[src/rtl/pixel_shuffle_writer_if.sv]
// pixel_shuffle_writer_if: control, input-beat and framebuffer-write bundle for pixel_shuffle_writer.
// PS_STALL_CNT_EN adds the stall_cycles observation signal.
interface pixel_shuffle_writer_if #(
  parameter int DATA_WIDTH = 8,
  parameter int ADDR_WIDTH = 19
);
  logic start;
  logic in_valid;
  logic in_ready;
  logic [12*DATA_WIDTH-1:0] in_data;
  logic fb_we;
  logic fb_ready;
  logic [ADDR_WIDTH-1:0] fb_addr;
  logic [3*DATA_WIDTH-1:0] fb_data;
  logic busy;
  logic frame_done;
`ifdef PS_STALL_CNT_EN
  logic [31:0] stall_cycles;
  modport master (output start, in_valid, in_data, fb_ready,
                  input in_ready, fb_we, fb_addr, fb_data, busy, frame_done, stall_cycles);
  modport slave (input start, in_valid, in_data, fb_ready,
                 output in_ready, fb_we, fb_addr, fb_data, busy, frame_done, stall_cycles);
`else
  modport master (output start, in_valid, in_data, fb_ready,
                  input in_ready, fb_we, fb_addr, fb_data, busy, frame_done);
  modport slave (input start, in_valid, in_data, fb_ready,
                 output in_ready, fb_we, fb_addr, fb_data, busy, frame_done);
`endif
endinterface

[src/rtl/pixel_shuffle_writer.sv]
// pixel_shuffle_writer: 2x depth-to-space of 12-channel beats into four RGB framebuffer writes.
// Optional macro PS_STALL_CNT_EN adds a saturating fb backpressure cycle counter.
module pixel_shuffle_writer #(
  parameter int DATA_WIDTH = 8,
  parameter int IN_WIDTH   = 320,
  parameter int IN_HEIGHT  = 240,
  parameter int ADDR_WIDTH = 19
) (
  input logic clk,
  input logic rst_n,
  pixel_shuffle_writer_if.slave bus
);
  localparam logic [1:0] IDLE = 2'd0, WAIT_IN = 2'd1, WRITE = 2'd2, DONE = 2'd3;
  localparam int XW = $clog2(IN_WIDTH + 1);
  localparam int YW = $clog2(IN_HEIGHT + 1);
  localparam int CW = 12 * DATA_WIDTH;
  localparam int PW = 3 * DATA_WIDTH;
  localparam logic [ADDR_WIDTH-1:0] ONE      = ADDR_WIDTH'(1);
  localparam logic [ADDR_WIDTH-1:0] TWO      = ADDR_WIDTH'(2);
  localparam logic [ADDR_WIDTH-1:0] LINE_M1  = ADDR_WIDTH'(2 * IN_WIDTH - 1);
  localparam logic [ADDR_WIDTH-1:0] ROW_STEP = ADDR_WIDTH'(4 * IN_WIDTH);
  localparam logic [XW-1:0] X_LAST = XW'(IN_WIDTH - 1);
  localparam logic [YW-1:0] Y_LAST = YW'(IN_HEIGHT - 1);

  logic [1:0] state_q, state_d;
  logic [XW-1:0] x_q, x_d;
  logic [YW-1:0] y_q, y_d;
  logic [1:0] k_q, k_d;
  logic [ADDR_WIDTH-1:0] row_q, row_d, col_q, col_d, addr_q, addr_d;
  logic [CW-1:0] ch_q, ch_d;
  logic [PW-1:0] data_q, data_d;
  logic in_ready_q, in_ready_d, we_q, we_d, busy_q, busy_d, done_q, done_d;
  logic in_hs, wr_hs, last_x, last_px;

  function automatic logic [PW-1:0] sub_pix(input logic [CW-1:0] v, input logic [1:0] k);
    sub_pix = {v[int'(k)*DATA_WIDTH +: DATA_WIDTH],
               v[(4+int'(k))*DATA_WIDTH +: DATA_WIDTH],
               v[(8+int'(k))*DATA_WIDTH +: DATA_WIDTH]};
  endfunction

  assign in_hs   = in_ready_q && bus.in_valid;
  assign wr_hs   = we_q && bus.fb_ready;
  assign last_x  = x_q == X_LAST;
  assign last_px = last_x && y_q == Y_LAST;

  always_comb begin
    state_d    = state_q;
    x_d        = x_q;
    y_d        = y_q;
    k_d        = k_q;
    row_d      = row_q;
    col_d      = col_q;
    addr_d     = addr_q;
    ch_d       = ch_q;
    data_d     = data_q;
    in_ready_d = in_ready_q;
    we_d       = we_q;
    busy_d     = busy_q;
    done_d     = 1'b0;
    case (state_q)
      IDLE: if (bus.start) begin
        state_d    = WAIT_IN;
        busy_d     = 1'b1;
        in_ready_d = 1'b1;
        x_d        = '0;
        y_d        = '0;
        row_d      = '0;
        col_d      = '0;
      end
      WAIT_IN: if (in_hs) begin
        state_d    = WRITE;
        in_ready_d = 1'b0;
        we_d       = 1'b1;
        k_d        = 2'd0;
        ch_d       = bus.in_data;
        addr_d     = row_q + col_q;
        data_d     = sub_pix(bus.in_data, 2'd0);
      end
      WRITE: if (wr_hs) begin
        k_d = k_q + 2'd1;
        if (k_q != 2'd3) begin
          // odd k steps down one output line and back to the left column
          addr_d = addr_q + (k_q[0] ? LINE_M1 : ONE);
          data_d = sub_pix(ch_q, k_q + 2'd1);
        end else begin
          we_d       = 1'b0;
          x_d        = last_x ? '0 : x_q + XW'(1);
          y_d        = last_x ? y_q + YW'(1) : y_q;
          col_d      = last_x ? '0 : col_q + TWO;
          row_d      = last_x ? row_q + ROW_STEP : row_q;
          state_d    = last_px ? DONE : WAIT_IN;
          in_ready_d = !last_px;
          busy_d     = !last_px;
          done_d     = last_px;
        end
      end
      default: state_d = IDLE;
    endcase
  end

  always_ff @(posedge clk) begin
    if (!rst_n) begin
      state_q    <= IDLE;
      x_q        <= '0;
      y_q        <= '0;
      k_q        <= '0;
      row_q      <= '0;
      col_q      <= '0;
      addr_q     <= '0;
      ch_q       <= '0;
      data_q     <= '0;
      in_ready_q <= 1'b0;
      we_q       <= 1'b0;
      busy_q     <= 1'b0;
      done_q     <= 1'b0;
    end else begin
      state_q    <= state_d;
      x_q        <= x_d;
      y_q        <= y_d;
      k_q        <= k_d;
      row_q      <= row_d;
      col_q      <= col_d;
      addr_q     <= addr_d;
      ch_q       <= ch_d;
      data_q     <= data_d;
      in_ready_q <= in_ready_d;
      we_q       <= we_d;
      busy_q     <= busy_d;
      done_q     <= done_d;
    end
  end

  assign bus.in_ready   = in_ready_q;
  assign bus.fb_we      = we_q;
  assign bus.fb_addr    = addr_q;
  assign bus.fb_data    = data_q;
  assign bus.busy       = busy_q;
  assign bus.frame_done = done_q;

`ifdef PS_STALL_CNT_EN
  logic [31:0] stall_q, stall_d;
  always_comb begin
    stall_d = (state_q == IDLE && bus.start) ? '0
            : (we_q && !bus.fb_ready && stall_q != '1) ? stall_q + 32'd1 : stall_q;
  end
  always_ff @(posedge clk) stall_q <= !rst_n ? '0 : stall_d;
  assign bus.stall_cycles = stall_q;
`endif
endmodule

[src/flat_wrapper.sv]
// flat-port wrapper written by rule: the top's interface ports become plain ports
module pixel_shuffle_writer_flat 
#(
  parameter int DATA_WIDTH = 8,
  parameter int IN_WIDTH   = 320,
  parameter int IN_HEIGHT  = 240,
  parameter int ADDR_WIDTH = 19
)
  (clk, rst_n, bus_start, bus_in_valid, bus_in_data, bus_fb_ready, bus_in_ready, bus_fb_we, bus_fb_addr, bus_fb_data, bus_busy, bus_frame_done);
  pixel_shuffle_writer_if #(.DATA_WIDTH(DATA_WIDTH), .ADDR_WIDTH(ADDR_WIDTH)) bus_i ();
  input logic clk;
  input logic rst_n;
  input wire logic [$bits(bus_i.start)-1:0] bus_start;
  input wire logic [$bits(bus_i.in_valid)-1:0] bus_in_valid;
  input wire logic [$bits(bus_i.in_data)-1:0] bus_in_data;
  input wire logic [$bits(bus_i.fb_ready)-1:0] bus_fb_ready;
  output wire logic [$bits(bus_i.in_ready)-1:0] bus_in_ready;
  output wire logic [$bits(bus_i.fb_we)-1:0] bus_fb_we;
  output wire logic [$bits(bus_i.fb_addr)-1:0] bus_fb_addr;
  output wire logic [$bits(bus_i.fb_data)-1:0] bus_fb_data;
  output wire logic [$bits(bus_i.busy)-1:0] bus_busy;
  output wire logic [$bits(bus_i.frame_done)-1:0] bus_frame_done;
  assign bus_i.start = bus_start;
  assign bus_i.in_valid = bus_in_valid;
  assign bus_i.in_data = bus_in_data;
  assign bus_i.fb_ready = bus_fb_ready;
  assign bus_in_ready = bus_i.in_ready;
  assign bus_fb_we = bus_i.fb_we;
  assign bus_fb_addr = bus_i.fb_addr;
  assign bus_fb_data = bus_i.fb_data;
  assign bus_busy = bus_i.busy;
  assign bus_frame_done = bus_i.frame_done;
  pixel_shuffle_writer #(.DATA_WIDTH(DATA_WIDTH), .IN_WIDTH(IN_WIDTH), .IN_HEIGHT(IN_HEIGHT), .ADDR_WIDTH(ADDR_WIDTH)) u_core (.clk(clk), .rst_n(rst_n), .bus(bus_i));
endmodule
[config.mk]
export PLATFORM = sky130hd
export DESIGN_NAME = pixel_shuffle_writer_flat
export DESIGN_NICKNAME = d
export VERILOG_FILES = /design/src/rtl/pixel_shuffle_writer_if.sv /design/src/rtl/pixel_shuffle_writer.sv /design/src/flat_wrapper.sv
export SDC_FILE = /design/constraint.sdc
export NUM_CORES = 1
export LEC_CHECK = 0
export CAP_MARGIN = 15
export CORE_MARGIN = 2
export CORE_UTILIZATION = 58
export DETAILED_ROUTE_END_ITERATION = 10
export PLACE_DENSITY = 0.85
export SLEW_MARGIN = 15
export SYNTH_ARGS = -nofsm -noshare
export SYNTH_HDL_FRONTEND = slang
export SYNTH_SLANG_ARGS = --single-unit
[constraint.sdc]
create_clock -name clk -period 5.6 [get_ports clk]
set_clock_uncertainty 0.15 [all_clocks]
set_input_delay 0.84 -clock clk [delete_from_list [all_inputs] [get_ports clk]]
set_output_delay 0.84 -clock clk [all_outputs]
set_load 0.05 [all_outputs]
==> results.json <==
{
  "outcome": "finished, final reports clean",
  "clock_sinks": 193,
  "cts_tree": "built",
  "drive_above_1_share_pct": 6.80,
  "worst_pin_slew_ns": 1.15,
  "grt_max_degree": 113,
  "period_share_pct": 66.8,
  "post_drt_wl_per_cell_um": 16.6,
  "synth_flop_cell": "dfxtp_1",
  "core_um2": 15800,
  "h-tree-depth": 4,
  "syn-num-nets": 1232,
  "area_growth_pct": 23.7,
  "route.detailed.drc": 0,
  "globalplace.congestion": 0.865,
  "synth_edf_count": 0,
  "ys_seq_elements": 193,
  "hold_violations": 0,
  "fin_hold_ws_ns": 0.304,
  "synth_compound_area_share_pct": 16.6,
  "crit_arrival_ns": 3.89,
  "reg2reg_depth": 9,
  "numCtsBuffers": 17,
  "required_ns": 5.74,
  "fin_crit_ns": 3.74,
  "grt_usage_pct": 28.1,
  "clk_pin_slew_ns": 0.07,
  "ys_warn_count": 0,
  "drt_iter0_markers": 686,
  "worst_r2r_startpoint": "u_core.state_q[0]$_SDFFE_PN0P_",
  "diodes": 0,
  "routed_via_density": 5.86,
  "dp_hpwl_um": 15500,
  "die_h_um": 131,
  "rsz0062_at_grt": "false",
  "rrSetupSlack_ns": 1.86,
  "startpoint": "u_core.state_q[0]$_SDFFE_PN0P_",
  "cts_setup_buffers": 0,
  "fmax_mhz": 267,
  "overflow": 0,
  "drt_wl_total_um": 23800,
  "finalSetupTns_ns": 0,
  "clock_path_buffers": 2,
  "crit_type": "register to register",
  "cts_resized": 0,
  "yosys-top-cells-area": "dfxtp_1 42%, nand2_1 9.9%, a21oi_1 7.0%, mux4_2 5.8%, nor2_1 3.7%",
  "syn-mean-instance-area_um2": 8.43,
  "dp_cells": 1402,
  "vdd_drop_max_uv": 297,
  "synth_cell_type_count": 67,
  "die_w_um": 131,
  "setup_viol": 0,
  "fp.dieArea_um2": 17100,
  "antenna_found_initial": 0,
  "initial_core_util_pct": 59.0,
  "start_kind": "register",
  "muxShareOfSynthArea_pct": 9.38,
  "cts_hold_buf": 0,
  "cp-endpoint": "u_core.col_q[4]$_SDFFE_PN0P_",
  "synth.largest_area_cell": "dfxtp_1",
  "nets": 1336,
  "synth_top_family_by_area": "simple AND/OR/NAND/NOR gates",
  "yosys.area.top_type_share_pct": 41.5,
  "synth_xor_area_share_pct": 4.14,
  "synth_fa_ha_area_share_pct": 3.85,
  "ys_seq_area_share_pct": 41.5,
  "slew_headroom_pct": 23.5,
  "final_max_slew_viol_count": 0,
  "leakagePower_nw": 3.97,
  "synth_area_um2": 9300,
  "end_kind": "register",
  "io_buffers": 147,
  "async_flop_share_pct": 0,
  "synth-simple-area-share_pct": 21.0,
  "cap_violations": 0,
  "grt_pass1_wl_um": 38000,
  "rows": 46,
  "pin_count": 148,
  "cts_root_buf": "clkbuf_16",
  "hold_class": "register to register",
  "regToRegEndpoint": "u_core.col_q[4]$_SDFFE_PN0P_",
  "detail-route-antenna-nets": 0,
  "cp_max_fo": 41,
  "insertion_delay_ns": 0.44,
  "grt_pass1_vias": 7965,
  "drt_first_pass_iters": 5,
  "fin_cells": 1436,
  "synth_cells": 1103,
  "fillCellCount": 1225,
  "route.vias.total": 8417,
  "p_per_area_nw_per_um2": 389
}
-- synthesized netlist by cell type (9+ instances only) --
cell type  count
nor3_1        13
mux2i_1       32
buf_2         13
a21oi_1      131
nand2_1      245
a211oi_1      34
inv_1         12
nand3_1       27
ha_1          27
nand4_1       14
xnor2_1       21
mux4_2        24
o21ai_0       26
buf_1          9
clkbuf_1      46
and3_1        11
or3_1         10
nor2_1        92
dfxtp_1      193
xor2_1        23
-- cells by family (layout without fill, tap and decap cells) --
kind of cell | Yosys count | count (layout)
compound gates | 253 | 253
xor+xnor | 44 | 44
fa+ha+maj | 28 | 28
buf+inv | 81 | 198
flops | 193 | 193
mux | 57 | 57
other cells | 1 | 1
simple gates | 446 | 446
-- per-stage QoR --
stage	utilization, %	worst slack, ns	total power [W]	cell area [um2]
2_1_floorplan	-	3.02	0.00272	9300
3_3_place_gp	68.6	1.93	0.00313	10800
3_5_place_dp	68.6	1.89	0.00316	10800
4_1_cts	72.7	1.89	0.00446	11500
5_1_grt	73.0	1.58	0.00469	11500
6_report	73.0	1.86	0.00448	11500
-- cell usage in the layout (no fill, tap or decap), types with 24 or more instances in the layout --
| cell | netlist | routed |
|---|---|---|
| nand2_1 | 245 | 245 |
| dfxtp_1 | 193 | 192 |
| clkdlybuf4s50_1 | 0 | 147 |
| a21oi_1 | 131 | 131 |
| nor2_1 | 92 | 92 |
| a211oi_1 | 34 | 34 |
| mux2i_1 | 32 | 32 |
| o21ai_0 | 26 | 26 |
| nand3_1 | 27 | 26 |
| ha_1 | 27 | 25 |
| mux4_2 | 24 | 24 |
-- report_power, final --
group | internal (W) | leakage [nW] | switching [W] | total [W]
clock | 0.000731 | 0.305 | 0.000575 | 0.00131
combinational | 0.000529 | 2.10 | 0.00100 | 0.00153
sequential | 0.00151 | 1.56 | 0.000134 | 0.00164
-- metal layers --
| metal | vias to the layer above | wire, um | track usage, % | part of all wire (%) |
|---|---|---|---|---|
| met5 | - | 0 | 0 | 0 |
| met4 | 0 | 622 | 11.0 | 2.6 |
| li1 | 4091 | - | - | - |
| met2 | 311 | 11600 | 46.2 | 49 |
| met3 | 47 | 1510 | 5.99 | 6.3 |
| met1 | 3968 | 10100 | 36.6 | 42 |
-- worst min-delay path by stage --
stage / end / startpoint / cells past startpoint / slack [ns]
floorplan: u_core.ch_q[0]$_SDFFE_PN0P_ / u_core.ch_q[0]$_SDFFE_PN0P_ / 2 / 0.28
global placement: u_core.ch_q[46]$_SDFFE_PN0P_ / u_core.ch_q[46]$_SDFFE_PN0P_ / 2 / 0.29
detailed placement: u_core.ch_q[86]$_SDFFE_PN0P_ / u_core.ch_q[86]$_SDFFE_PN0P_ / 2 / 0.29
CTS: u_core.ch_q[33]$_SDFFE_PN0P_ / u_core.ch_q[33]$_SDFFE_PN0P_ / 2 / 0.31
global route: u_core.ch_q[70]$_SDFFE_PN0P_ / u_core.ch_q[70]$_SDFFE_PN0P_ / 2 / 0.33
finish: u_core.ch_q[92]$_SDFFE_PN0P_ / u_core.ch_q[92]$_SDFFE_PN0P_ / 2 / 0.30
-- critical path, cell delays in order (launching register included) --
cell,delay [ns]
dfxtp_1,0.34
inv_1,0.14
ha_2,0.72
buf_4,0.59
nor2_1,0.16
a211oi_1,0.20
buf_4,0.23
nand2_1,0.21
nand2_1,0.68
nor2_1,0.12
-- layout make-up --
| type | count | area (um2) | share of cell area [%] |
|---|---|---|---|
| clock inverter | 14 | 199 | 1.73 |
| sequential | 193 | 3860 | 33.6 |
| clock buffer | 18 | 439 | 3.82 |
| tap | 216 | 270 | 2.35 |
| multi-input combinational | 829 | 5140 | 44.7 |
| inverter | 13 | 51.3 | 0.446 |
| timing repair buffer | 153 | 1540 | 13.4 |
-- state kept, by name, indices dropped and copies added (netlist names) --
name / flops
u_core.ch_q: 96
u_core.bus.fb_data: 24
u_core.bus.fb_addr: 19
u_core.col_q: 18
u_core.row_q: 11
u_core.x_q: 9
u_core.y_q: 8
u_core.k_q: 2
u_core.state_q: 2
u_core.bus.busy: 1
u_core.bus.fb_we: 1
u_core.bus.frame_done: 1
u_core.bus.in_ready: 1
(Power assumes the default switching activity.)
